==> src/rtl/axil_mem_pkg.sv <==
// Shared types for the AXI-Lite to single-port memory arbiter.
package axil_mem_pkg;

  localparam logic [1:0] RESP_OKAY   = 2'b00;
  localparam logic [1:0] RESP_SLVERR = 2'b10;

  typedef enum logic [1:0] {
    ST_IDLE,
    ST_RD_WAIT,
    ST_RD_RESP,
    ST_WR_RESP
  } state_e;

  typedef enum logic {
    GRANT_READ,
    GRANT_WRITE
  } grant_e;

endpackage

==> src/rtl/axil_mem_arbiter_if.sv <==
// AXI-Lite read/write channel bundle between the converter and the memory arbiter.
interface axil_mem_arbiter_if #(
  parameter int unsigned ADDR_WIDTH = 32,
  parameter int unsigned DATA_WIDTH = 64
);
  logic [ADDR_WIDTH-1:0]   aw_addr_i;
  logic                    aw_valid_i;
  logic                    aw_ready_o;
  logic [DATA_WIDTH-1:0]   w_data_i;
  logic [DATA_WIDTH/8-1:0] w_strb_i;
  logic                    w_valid_i;
  logic                    w_ready_o;
  logic [1:0]              b_resp_o;
  logic                    b_valid_o;
  logic                    b_ready_i;
  logic [ADDR_WIDTH-1:0]   ar_addr_i;
  logic                    ar_valid_i;
  logic                    ar_ready_o;
  logic [DATA_WIDTH-1:0]   r_data_o;
  logic [1:0]              r_resp_o;
  logic                    r_valid_o;
  logic                    r_ready_i;

  modport master (
    output aw_addr_i, aw_valid_i, w_data_i, w_strb_i, w_valid_i, b_ready_i,
           ar_addr_i, ar_valid_i, r_ready_i,
    input  aw_ready_o, w_ready_o, b_resp_o, b_valid_o, ar_ready_o,
           r_data_o, r_resp_o, r_valid_o
  );

  modport slave (
    input  aw_addr_i, aw_valid_i, w_data_i, w_strb_i, w_valid_i, b_ready_i,
           ar_addr_i, ar_valid_i, r_ready_i,
    output aw_ready_o, w_ready_o, b_resp_o, b_valid_o, ar_ready_o,
           r_data_o, r_resp_o, r_valid_o
  );
endinterface

==> src/rtl/axil_addr_check.sv <==
// Memory window check and byte-to-word address conversion for one AXI-Lite channel.
module axil_addr_check #(
  parameter logic [63:0] MEM_BASE   = 64'h1000,
  parameter int unsigned ADDR_WIDTH = 32,
  parameter int unsigned DATA_WIDTH = 64,
  parameter int unsigned MEM_AW     = 12
) (
  input  logic [ADDR_WIDTH-1:0] addr_i,
  output logic                  in_range_c,
  output logic [MEM_AW-1:0]     word_addr_c
);
  localparam int unsigned OFF_LSB = $clog2(DATA_WIDTH / 8);
  localparam int unsigned CMP_W   = 66;
  localparam logic [CMP_W-1:0] WIN_BYTES = CMP_W'(1) << (MEM_AW + OFF_LSB);

  logic [ADDR_WIDTH-1:0] offset;

  // Offset wraps at ADDR_WIDTH; the explicit lower-bound test rejects wrapped addresses.
  assign offset      = addr_i - ADDR_WIDTH'(MEM_BASE);
  assign in_range_c  = (CMP_W'(addr_i) >= CMP_W'(MEM_BASE)) && (CMP_W'(offset) < WIN_BYTES);
  assign word_addr_c = MEM_AW'(offset >> OFF_LSB);
endmodule

==> src/rtl/axil_mem_arbiter.sv <==
// One-outstanding-transaction scheduler between AXI-Lite and a 1-cycle-latency
// single-port memory, with read/write round-robin and window checking.
module axil_mem_arbiter
  import axil_mem_pkg::*;
#(
  parameter logic [63:0] MEM_BASE   = 64'h1000,
  parameter int unsigned ADDR_WIDTH = 32,
  parameter int unsigned DATA_WIDTH = 64,
  parameter int unsigned MEM_AW     = 12
) (
  input  logic                    clk_i,
  input  logic                    rst_i,
  axil_mem_arbiter_if.slave       bus,
  output logic                    mem_en_o,
  output logic                    mem_we_o,
  output logic [MEM_AW-1:0]       mem_addr_o,
  output logic [DATA_WIDTH/8-1:0] mem_be_o,
  output logic [DATA_WIDTH-1:0]   mem_wdata_o,
  input  logic [DATA_WIDTH-1:0]   mem_rdata_i
);
  localparam int unsigned BE_W = DATA_WIDTH / 8;

  state_e                state_q, state_d;
  grant_e                last_grant_q, last_grant_d;
  logic                  bubble_q, bubble_d;
  logic                  rd_ok_q, rd_ok_d;
  logic                  r_valid_q, r_valid_d;
  logic [DATA_WIDTH-1:0] r_data_q, r_data_d;
  logic [1:0]            r_resp_q, r_resp_d;
  logic                  b_valid_q, b_valid_d;
  logic [1:0]            b_resp_q, b_resp_d;

  logic              ar_in_range, aw_in_range;
  logic [MEM_AW-1:0] ar_word, aw_word;
  logic              wr_pend, can_grant, grant_rd, grant_wr;

  axil_addr_check #(
    .MEM_BASE(MEM_BASE), .ADDR_WIDTH(ADDR_WIDTH), .DATA_WIDTH(DATA_WIDTH), .MEM_AW(MEM_AW)
  ) u_ar_chk (
    .addr_i(bus.ar_addr_i), .in_range_c(ar_in_range), .word_addr_c(ar_word)
  );

  axil_addr_check #(
    .MEM_BASE(MEM_BASE), .ADDR_WIDTH(ADDR_WIDTH), .DATA_WIDTH(DATA_WIDTH), .MEM_AW(MEM_AW)
  ) u_aw_chk (
    .addr_i(bus.aw_addr_i), .in_range_c(aw_in_range), .word_addr_c(aw_word)
  );

  // Grant decision: only in IDLE after the post-response bubble; ties go opposite of last grant.
  always_comb begin
    wr_pend   = bus.aw_valid_i & bus.w_valid_i;
    can_grant = (state_q == ST_IDLE) & ~bubble_q & ~rst_i;
    grant_rd  = can_grant & bus.ar_valid_i & (~wr_pend | (last_grant_q == GRANT_WRITE));
    grant_wr  = can_grant & wr_pend & (~bus.ar_valid_i | (last_grant_q == GRANT_READ));
  end

  assign bus.ar_ready_o = grant_rd;
  assign bus.aw_ready_o = grant_wr;
  assign bus.w_ready_o  = grant_wr;

  always_comb begin
    mem_en_o    = 1'b0;
    mem_we_o    = 1'b0;
    mem_addr_o  = '0;
    mem_be_o    = '0;
    mem_wdata_o = '0;
    if (grant_wr && aw_in_range) begin
      mem_en_o    = 1'b1;
      mem_we_o    = 1'b1;
      mem_addr_o  = aw_word;
      mem_be_o    = BE_W'(bus.w_strb_i);
      mem_wdata_o = bus.w_data_i;
    end else if (grant_rd && ar_in_range) begin
      mem_en_o   = 1'b1;
      mem_addr_o = ar_word;
    end
  end

  always_comb begin
    state_d      = state_q;
    last_grant_d = last_grant_q;
    bubble_d     = 1'b0;
    rd_ok_d      = rd_ok_q;
    r_valid_d    = r_valid_q;
    r_data_d     = r_data_q;
    r_resp_d     = r_resp_q;
    b_valid_d    = b_valid_q;
    b_resp_d     = b_resp_q;
    unique case (state_q)
      ST_IDLE: begin
        if (grant_rd) begin
          last_grant_d = GRANT_READ;
          rd_ok_d      = ar_in_range;
          state_d      = ST_RD_WAIT;
        end else if (grant_wr) begin
          last_grant_d = GRANT_WRITE;
          b_resp_d     = aw_in_range ? RESP_OKAY : RESP_SLVERR;
          b_valid_d    = 1'b1;
          state_d      = ST_WR_RESP;
        end
      end
      // Out-of-range reads still pass through here so both outcomes share one latency.
      ST_RD_WAIT: begin
        r_data_d  = rd_ok_q ? mem_rdata_i : '0;
        r_resp_d  = rd_ok_q ? RESP_OKAY : RESP_SLVERR;
        r_valid_d = 1'b1;
        state_d   = ST_RD_RESP;
      end
      ST_RD_RESP: begin
        if (bus.r_ready_i) begin
          r_valid_d = 1'b0;
          bubble_d  = 1'b1;
          state_d   = ST_IDLE;
        end
      end
      ST_WR_RESP: begin
        if (bus.b_ready_i) begin
          b_valid_d = 1'b0;
          bubble_d  = 1'b1;
          state_d   = ST_IDLE;
        end
      end
      default: state_d = ST_IDLE;
    endcase
  end

  always_ff @(posedge clk_i) begin
    if (rst_i) begin
      state_q      <= ST_IDLE;
      last_grant_q <= GRANT_WRITE;
      bubble_q     <= 1'b0;
      rd_ok_q      <= 1'b0;
      r_valid_q    <= 1'b0;
      r_data_q     <= '0;
      r_resp_q     <= RESP_OKAY;
      b_valid_q    <= 1'b0;
      b_resp_q     <= RESP_OKAY;
    end else begin
      state_q      <= state_d;
      last_grant_q <= last_grant_d;
      bubble_q     <= bubble_d;
      rd_ok_q      <= rd_ok_d;
      r_valid_q    <= r_valid_d;
      r_data_q     <= r_data_d;
      r_resp_q     <= r_resp_d;
      b_valid_q    <= b_valid_d;
      b_resp_q     <= b_resp_d;
    end
  end

  assign bus.r_valid_o = r_valid_q;
  assign bus.r_data_o  = r_data_q;
  assign bus.r_resp_o  = r_resp_q;
  assign bus.b_valid_o = b_valid_q;
  assign bus.b_resp_o  = b_resp_q;
endmodule

==> src/flat_wrapper.sv <==
// flat-port wrapper written by rule: the top's interface ports become plain ports
module axil_mem_arbiter_flat import axil_mem_pkg::*;
#(
  parameter logic [63:0] MEM_BASE   = 64'h1000,
  parameter int unsigned ADDR_WIDTH = 32,
  parameter int unsigned DATA_WIDTH = 64,
  parameter int unsigned MEM_AW     = 12
)
  (clk_i, rst_i, mem_en_o, mem_we_o, mem_addr_o, mem_be_o, mem_wdata_o, mem_rdata_i, bus_aw_addr_i, bus_aw_valid_i, bus_w_data_i, bus_w_strb_i, bus_w_valid_i, bus_b_ready_i, bus_ar_addr_i, bus_ar_valid_i, bus_r_ready_i, bus_aw_ready_o, bus_w_ready_o, bus_b_resp_o, bus_b_valid_o, bus_ar_ready_o, bus_r_data_o, bus_r_resp_o, bus_r_valid_o);
  axil_mem_arbiter_if #(.ADDR_WIDTH(ADDR_WIDTH), .DATA_WIDTH(DATA_WIDTH)) bus_i ();
  input  logic clk_i;
  input  logic rst_i;
  output logic mem_en_o;
  output logic mem_we_o;
  output logic [MEM_AW-1:0] mem_addr_o;
  output logic [DATA_WIDTH/8-1:0] mem_be_o;
  output logic [DATA_WIDTH-1:0] mem_wdata_o;
  input  logic [DATA_WIDTH-1:0] mem_rdata_i;
  input wire logic [$bits(bus_i.aw_addr_i)-1:0] bus_aw_addr_i;
  input wire logic [$bits(bus_i.aw_valid_i)-1:0] bus_aw_valid_i;
  input wire logic [$bits(bus_i.w_data_i)-1:0] bus_w_data_i;
  input wire logic [$bits(bus_i.w_strb_i)-1:0] bus_w_strb_i;
  input wire logic [$bits(bus_i.w_valid_i)-1:0] bus_w_valid_i;
  input wire logic [$bits(bus_i.b_ready_i)-1:0] bus_b_ready_i;
  input wire logic [$bits(bus_i.ar_addr_i)-1:0] bus_ar_addr_i;
  input wire logic [$bits(bus_i.ar_valid_i)-1:0] bus_ar_valid_i;
  input wire logic [$bits(bus_i.r_ready_i)-1:0] bus_r_ready_i;
  output wire logic [$bits(bus_i.aw_ready_o)-1:0] bus_aw_ready_o;
  output wire logic [$bits(bus_i.w_ready_o)-1:0] bus_w_ready_o;
  output wire logic [$bits(bus_i.b_resp_o)-1:0] bus_b_resp_o;
  output wire logic [$bits(bus_i.b_valid_o)-1:0] bus_b_valid_o;
  output wire logic [$bits(bus_i.ar_ready_o)-1:0] bus_ar_ready_o;
  output wire logic [$bits(bus_i.r_data_o)-1:0] bus_r_data_o;
  output wire logic [$bits(bus_i.r_resp_o)-1:0] bus_r_resp_o;
  output wire logic [$bits(bus_i.r_valid_o)-1:0] bus_r_valid_o;
  assign bus_i.aw_addr_i = bus_aw_addr_i;
  assign bus_i.aw_valid_i = bus_aw_valid_i;
  assign bus_i.w_data_i = bus_w_data_i;
  assign bus_i.w_strb_i = bus_w_strb_i;
  assign bus_i.w_valid_i = bus_w_valid_i;
  assign bus_i.b_ready_i = bus_b_ready_i;
  assign bus_i.ar_addr_i = bus_ar_addr_i;
  assign bus_i.ar_valid_i = bus_ar_valid_i;
  assign bus_i.r_ready_i = bus_r_ready_i;
  assign bus_aw_ready_o = bus_i.aw_ready_o;
  assign bus_w_ready_o = bus_i.w_ready_o;
  assign bus_b_resp_o = bus_i.b_resp_o;
  assign bus_b_valid_o = bus_i.b_valid_o;
  assign bus_ar_ready_o = bus_i.ar_ready_o;
  assign bus_r_data_o = bus_i.r_data_o;
  assign bus_r_resp_o = bus_i.r_resp_o;
  assign bus_r_valid_o = bus_i.r_valid_o;
  axil_mem_arbiter #(.MEM_BASE(MEM_BASE), .ADDR_WIDTH(ADDR_WIDTH), .DATA_WIDTH(DATA_WIDTH), .MEM_AW(MEM_AW)) u_core (.clk_i(clk_i), .rst_i(rst_i), .bus(bus_i), .mem_en_o(mem_en_o), .mem_we_o(mem_we_o), .mem_addr_o(mem_addr_o), .mem_be_o(mem_be_o), .mem_wdata_o(mem_wdata_o), .mem_rdata_i(mem_rdata_i));
endmodule
==> config.mk <==
export PLATFORM = sky130hd
export DESIGN_NAME = axil_mem_arbiter_flat
export DESIGN_NICKNAME = d
export VERILOG_FILES = /design/src/rtl/axil_mem_pkg.sv /design/src/rtl/axil_mem_arbiter_if.sv /design/src/rtl/axil_addr_check.sv /design/src/rtl/axil_mem_arbiter.sv /design/src/flat_wrapper.sv
export SDC_FILE = /design/constraint.sdc
export NUM_CORES = 1
export LEC_CHECK = 0
export ABC_AREA = 1
export BUFFER_PORTS_ARGS = -buffer_cell sky130_fd_sc_hd__buf_2
export CORE_AREA = 2 2 142 144
export CTS_CLUSTER_DIAMETER = 120
export DETAILED_ROUTE_END_ITERATION = 8
export DIE_AREA = 0 0 144 146
export SLEW_MARGIN = 20
export SYNTH_ARGS = -nofsm -noshare
export SYNTH_HDL_FRONTEND = slang
export SYNTH_SLANG_ARGS = --single-unit
==> constraint.sdc <==
create_clock -name clk_i -period 4.69 [get_ports clk_i]
set_clock_uncertainty 0.05 [all_clocks]
set_input_delay 0.469 -clock clk_i [delete_from_list [all_inputs] [get_ports clk_i]]
set_output_delay 0.469 -clock clk_i [all_outputs]
set_load 0.01 [all_outputs]
==> impl_metrics.csv, run 1 <==
group,metric,value,unit
grt,first_global_vias,5689,
synth,seq_area_frac_synth,26.7,%
grt,antenna_found_initial,10,
synth,synth_xor_area_share,0.959,%
synth,ys_ff_latch,73,
worst_setup_path,path_cells,"buf_2 > inv_2 > ha_1 > nand2_2 > nor2_4 > nand2_1 > nand2_1 > nand3_1 > clkinv_1 > nand2_1 > nor2_4 > nand2_8 > buf_4 > nor2_4 > buf_2",
grt,grt_pass1_wl,30700,µm
timing,fmax,284,MHz
cts,cts_setup_buffers,0,
cts,root_buffer,"clkbuf_16",
run,drv_cap,0,
final_layout,final_cell_mix,"360 x buf_2, 185 x nand2_1, 128 x nor2_1",
route,wl_per_cell,14.7,µm
synth,synth_top_family_by_area,"simple AND/OR/NAND/NOR gates",
die,initial_core_util,28.4,%
timing,hold_viol,0,
route,vias_per_cell,4.35,
grt,track_usage,19.0,%
cts,h-tree-depth,3,
power_and_ir_drop,cellPowerDensity,206,nW/µm²
die,pin_count,366,
cts,clkSinkCount,73,
cts,numCtsBuffers,9,
worst_hold_path,hold_path_class,"primary input to flip-flop",
synth,yosys.area_share.simple,48.0,%
worst_setup_path,required,4.17,ns
cts,cts_tree,"built",
worst_setup_path,max_stage_delay,0.40,ns
route,drt_iter0_markers,287,
worst_setup_path,worst_path_max_delay_cell,"buf_4",
synth,synth_area,5480,µm²
route,vias,6259,
synth,synthAdderAreaFrac,0.685,%
die,die-area,21000,µm²
synth,synth_cell_types,38,
final_layout,area_delta_synth_final,41.1,%
timing,rsz0062_at_grt,"false",
outcome,status,"finished, final reports clean",
final_layout,fin_util,40.0,%
power_and_ir_drop,max-vdd-ir-drop,0.187,mV
cts,hold_buffers,0,
cts,clock_latency,0.33,ns
final_layout,nNetsFinal,1371,
timing,worst_slew_pin_slew,0.801,ns
cts,clk_transition_reported_paths,0.07,ns
worst_setup_path,crit_type,"primary input to primary output",
final_layout,layout_commonest_cell,"buf_2",
timing,min_period_over_period,75.2,%
timing,maxSlewViolCount,0,
grt,grt-ovfl-total,0,
grt,grt_max_degree,70,
die,die_w,144,µm
route,dr.pass1.iters,5,
final_layout,drive_gt1_share,41.9,%
worst_setup_path,cp_data_arrival_time,3.01,ns
synth,synth_compound_area_share,9.72,%
route,antenna_left,0,
place,port_buffers,360,
synth,synth.avg_cell_area,6.69,µm²
worst_setup_path,path_max_fanout,21,
place,place.gp.congestion,0.958,
synth,muxShareOfSynthArea,0,%
cts,cts_buffer_depth,2,
timing,tns,0,ns
power_and_ir_drop,leakage,4.13,nW
die,coreArea,19300,µm²
die,die-height,146,µm
synth,synthCells,819,
worst_setup_path,cp-start-kind,"primary input",
route,finalWirelength,21200,µm
worst_setup_path,crit_path_end_kind,"primary output",
timing,period_needed,3.53,ns
route,drc_errors,0,
cts,cts_resized,0,
synth,synth_warnings,0,
die,core.rowCount,51,
timing,max_slew_margin,46.5,%
worst_setup_path,crit_family,"simple AND/OR/NAND/NOR gates",
place,hpwl,17600,µm
timing,finalSetupViolations,0,
worst_setup_path,cp.buffers_inverters,5,
[layout make-up]
type	count	area [µm²]
diodes	7	17.5
clock buffers	9	225
clock inverters	7	85.1
fillers	2128	11600
inverters	127	478
multi-input cells	583	3270
flip-flops and latches	73	1460
well taps	265	332
repair buffers	367	1870
[final timing paths]
check,start,end,slack (ns),cells after the start
worst min register to register,u_core.rd_ok_q,u_core.rd_ok_q,0.40,2
worst min-delay path,mem_rdata_i[6],u_core.bus.r_data_o[6],0.32,3
worst max register to register,u_core.state_q[0],u_core.bus.r_data_o[1],2.69,7
worst max-delay path,bus_aw_addr_i[12],mem_be_o[3],1.16,15
[sequential cells by signal, summed over array words and instances (netlist names)]
signal                cells
u_core.state_q            2
u_core.bus.r_valid_o      1
u_core.bus.b_valid_o      1
u_core.bubble_q           1
u_core.last_grant_q       1
u_core.bus.r_data_o      64
u_core.rd_ok_q            1
u_core.bus.r_resp_o       1
u_core.bus.b_resp_o       1
[cell usage after synthesis]
cell | instances | area [µm²]
inv_1 | 123 | 462
dfxtp_1 | 73 | 1460
buf_6 | 1 | 11.3
nand2_8 | 1 | 20.0
nor3_2 | 1 | 10.0
conb_1 | 1 | 3.75
nor2_1 | 129 | 484
nor2_2 | 10 | 62.6
ha_1 | 3 | 37.5
xnor2_1 | 1 | 8.76
xor2_1 | 5 | 43.8
nor3_1 | 6 | 30.0
nor2_4 | 78 | 878
o31ai_1 | 1 | 7.51
a21oi_1 | 32 | 160
buf_1 | 3 | 11.3
nand4_1 | 19 | 119
nand2_2 | 6 | 37.5
inv_2 | 2 | 7.51
buf_12 | 7 | 140
nor4_1 | 1 | 6.26
nor2_8 | 1 | 20.0
nand3_1 | 43 | 215
or2_2 | 1 | 6.26
buf_2 | 3 | 15.0
o21ai_1 | 5 | 25.0
a21oi_2 | 1 | 8.76
clkinv_2 | 1 | 5.00
clkbuf_1 | 18 | 67.6
clkinv_1 | 1 | 3.75
nand3_2 | 2 | 20.0
a2111oi_0 | 1 | 8.76
nand2_1 | 185 | 694
o21ai_0 | 6 | 30.0
buf_4 | 5 | 37.5
a22oi_1 | 39 | 293
nand3b_1 | 3 | 22.5
and2_1 | 1 | 6.26
[worst min-delay path: stages]
cell     delay [ns]
buf_2          0.07
a22oi_1        0.05
nor2_1         0.07
[where the power goes]
group | internal [mW] | leakage, nW | switching, mW | total (mW)
Sequential | 0.624 | 0.589 | 0.00317 | 0.627
Combinational | 0.0990 | 3.40 | 0.157 | 0.256
Clock | 0.423 | 0.147 | 0.290 | 0.712
Total | 1.15 | 4.13 | 0.450 | 1.60
[per-layer routing]
| metal | share of wire, % | global-route usage, % | routed length, µm | vias up |
|---|---|---|---|---|
| li1 | - | - | - | 3229 |
| met1 | 40 | 22.4 | 8500 | 2744 |
| met2 | 48 | 31.9 | 10100 | 249 |
| met3 | 9.6 | 5.73 | 2030 | 29 |
| met4 | 2.4 | 7.75 | 516 | 8 |
| met5 | 0.25 | 0 | 54 | - |
[per-stage QoR]
stage	hold slack [ns]	instances	setup WS [ns]	cell area, µm²	power (mW)
2_1_floorplan	0.376	820	2.26	5490	0.765
3_3_place_gp	0.394	1415	1.16	7410	0.896
3_5_place_dp	0.398	1415	1.16	7410	0.896
4_1_cts	0.302	1431	1.15	7720	1.62
5_1_grt	0.319	1436	0.964	7730	1.67
6_report	0.316	1438	1.16	7740	1.60
[cells by family after synthesis]
| logic type | Yosys count |
|---|---|
| other | 1 |
| xor gates and xnor gates | 6 |
| AOI/OAI and AO/OA | 85 |
| DFF | 73 |
| and+or+nand+nor | 487 |
| buffers and inverters | 164 |
| adders and majority gates | 3 |
No activity file was read; power rests on OpenSTA's default activity.
==> run 2: changes to the inputs <==
- ABC_AREA: 1 -> 0
- CORE_AREA: 2 2 142 144 -> 2 2 144 146
- DIE_AREA: 0 0 144 146 -> 0 0 146 148
- clock period: 4.69 -> 3 ns (I/O delays scaled with it)
==> run 2 against run 1 <==
The flow now finishes with violations (setup timing). Sequential cell count is the same. Design area is 15% lower. Worst hold slack got worse by 0.14 ns. Non-clock buffer count is 16 higher. Power grew 63%. Combinational power up 16%. Utilization fell by 7.1 points. Critical path type is now flip-flop to primary output. Largest cell class is now non-clock buffers.
==> impl_metrics.csv, run 2 <==
group,metric,value,unit
place,port_buffers,357,
worst_setup_path,cp.buffers_inverters,5,
cts,numCtsBuffers,9,
cts,hold_buffers,0,
timing,final.setup.worst_slack,-0.0296,ns
worst_setup_path,crit_type,"flip-flop to primary output",
route,vias,4948,
worst_setup_path,cp_data_arrival_time,2.68,ns
timing,tns,-0.0445,ns
synth,seq_area_frac_synth,38.3,%
synth,synth_cell_types,46,
synth,yosys_most_used_dff,"dfxtp_1",
worst_setup_path,crit_path_end_kind,"primary output",
power_and_ir_drop,max-vdd-ir-drop,0.232,mV
grt,grt_pass1_wl,25900,µm
synth,yosysTopAreaCell,"dfxtp_1",
route,dr.pass1.iters,5,
run,drv_cap,0,
final_layout,area_delta_synth_final,72.7,%
synth,synth_top_area_share,38.3,%
worst_setup_path,worst_path_max_delay_cell,"or4_4",
final_layout,layout_commonest_cell,"buf_2",
worst_hold_path,hold_start,"mem_rdata_i[17]",
route,wl_per_cell,15.5,µm
place,placedCellCount,1108,
timing,worst_slew_pin_slew,0.815,ns
route,antenna_left,0,
timing,min_period_over_period,101,%
final_layout,post_layout_nonfiller_instances,1131,
route,drc_errors,0,
worst_setup_path,max_stage_delay,0.45,ns
cts,clkSinkCount,73,
synth,synth_area,3820,µm²
cts,h-tree-depth,3,
final_layout,n_antenna_cell,0,
place,hpwl,13100,µm
worst_setup_path,endpoint,"mem_addr_o[4]",
synth,synth.avg_cell_area,7.53,µm²
worst_setup_path,reg2reg_depth,10,
die,core.rowCount,52,
place,place.gp.congestion,0.871,
worst_setup_path,reg2reg_setup_slack,0.73,ns
final_layout,largest_register_ffs,64,
grt,antenna_found_initial,0,
outcome,status,"finished with violations",
cts,root_buffer,"clkbuf_16",
final_layout,drive_gt1_share,49.9,%
synth,synth_area_leaders,"dfxtp_1 38%, and2_1 12%, a21oi_1 9.3%",
worst_hold_path,hold_depth,3,
timing,max_slew_margin,45.7,%
power_and_ir_drop,leakage,3.25,nW
synth,synth_common_cells,"73 x and2_1, 73 x dfxtp_1, 71 x a21oi_1, 71 x nand3_1, 69 x nand2_1",
worst_setup_path,cp_common_cell,"buf_12",
power_and_ir_drop,cellPowerDensity,395,nW/µm²
worst_setup_path,path_max_fanout,7,
die,die_w,146,µm
die,die-area,21600,µm²
timing,rsz0062_at_grt,"true",
final_layout,final_cell_mix,"339 x buf_2, 71 x a21oi_1, 71 x dfxtp_1",
die,pin_count,366,
synth,async_flop_share,0,%
cts,clk_transition_reported_paths,0.06,ns
worst_setup_path,r2r_start,"u_core.bubble_q",
cts,clock_latency,0.34,ns
grt,first_global_vias,4425,
synth,synthCells,507,
die,initial_core_util,19.1,%
die,die-height,148,µm
final_layout,nNetsFinal,1066,
cts,cts_buffer_depth,2,
die,coreArea,20000,µm²
synth,synth-edff-count,0,
worst_setup_path,startpoint,"u_core.bubble_q",
synth,synth_warnings,0,
worst_hold_path,hold_path_class,"primary input to flip-flop",
grt,grt_max_degree,74,
timing,maxSlewViolCount,0,
timing,fmax,330,MHz
grt,track_usage,15.3,%
timing,finalSetupViolations,2,
worst_setup_path,required,2.65,ns
route,drt_iter0_markers,351,
route,vias_per_cell,4.37,
worst_setup_path,r2r_end,"u_core.bus.b_resp_o[1]",
worst_setup_path,critical_path_depth,11,
timing,hold_viol,0,
outcome,violations,"setup timing",
worst_setup_path,crit_family,"simple AND/OR/NAND/NOR gates",
grt,grt-ovfl-total,0,
timing,period_needed,3.03,ns
cts,cts_tree,"built",
place,place_ws,0.219,ns
synth,ys_ff_latch,73,
route,finalWirelength,17500,µm
worst_setup_path,path_cells,"nor4_2 > buf_4 > and4_4 > nand3_2 > or4_4 > nor3_4 > buf_6 > buf_12 > buf_12 > a22o_1 > buf_2",
worst_setup_path,cp-start-kind,"flip-flop",
## run 2: worst min-delay path by stage
stage | to | slack [ns]
after floorplan | u_core.bus.r_data_o[0] | 0.42
after global placement | u_core.bus.r_data_o[10] | 0.38
after detailed placement | u_core.bus.r_data_o[7] | 0.39
after CTS | u_core.bus.r_data_o[33] | 0.16
after global routing | u_core.bus.r_data_o[58] | 0.17
final | u_core.bus.r_data_o[17] | 0.18
## run 2: tightest hold or removal path: stages
cell     delay, ns
buf_2         0.09
nand3_1       0.06
a21oi_1       0.06
## run 2: area by class of cell
cell class | instances | area (µm²)
Fill cell | 2194 | 13400
Timing Repair Buffer | 383 | 2210
Tap cell | 270 | 338
Sequential cell | 73 | 1460
Multi-Input combinational cell | 381 | 2180
Clock buffer | 10 | 239
Clock inverter | 5 | 128
Inverter | 9 | 33.8
## run 2: cells by family after synthesis
kind of cell,after synthesis,synth area share (%)
xor gates and xnor gates,7,1.61
AOI/OAI and AO/OA,101,15.4
DFF,73,38.3
buffers and inverters,54,6.58
and+or+nand+nor,266,36.6
other,1,0.0982
adders and majority gates,2,0.655
muxes,3,0.819
## run 2: power by group
| part | switching [mW] | internal (mW) |
|---|---|---|
| registers | 0.00403 | 0.976 |
| logic | 0.159 | 0.138 |
| clock network | 0.415 | 0.914 |
| total | 0.579 | 2.03 |
## run 2: metrics by stage
step | power [mW] | instance area [µm²] | hold WS [ns] | utilization (%)
after floorplan | 1.10 | 3820 | 0.418 | -
after global placement | 1.30 | 5910 | 0.384 | 29.5
after detailed placement | 1.29 | 5910 | 0.390 | 29.5
after CTS | 2.65 | 6580 | 0.163 | 32.8
after global routing | 2.72 | 6600 | 0.174 | 32.9
final | 2.61 | 6600 | 0.181 | 32.9
## run 2: timing repair
action,in CTS,in global routing
resized for setup,32,20
setup endpoints to repair,86,86
pin swaps,9,5
setup buffers,4,2
cloned,4,0
## run 2: per-layer routing
layer,track usage (%),up-vias,part of all wire [%]
met4,3.40,0,0.87
met1,23.4,2274,48
met2,21.3,234,42
met5,0,-,0
li1,-,2430,-
met3,3.89,10,8.3
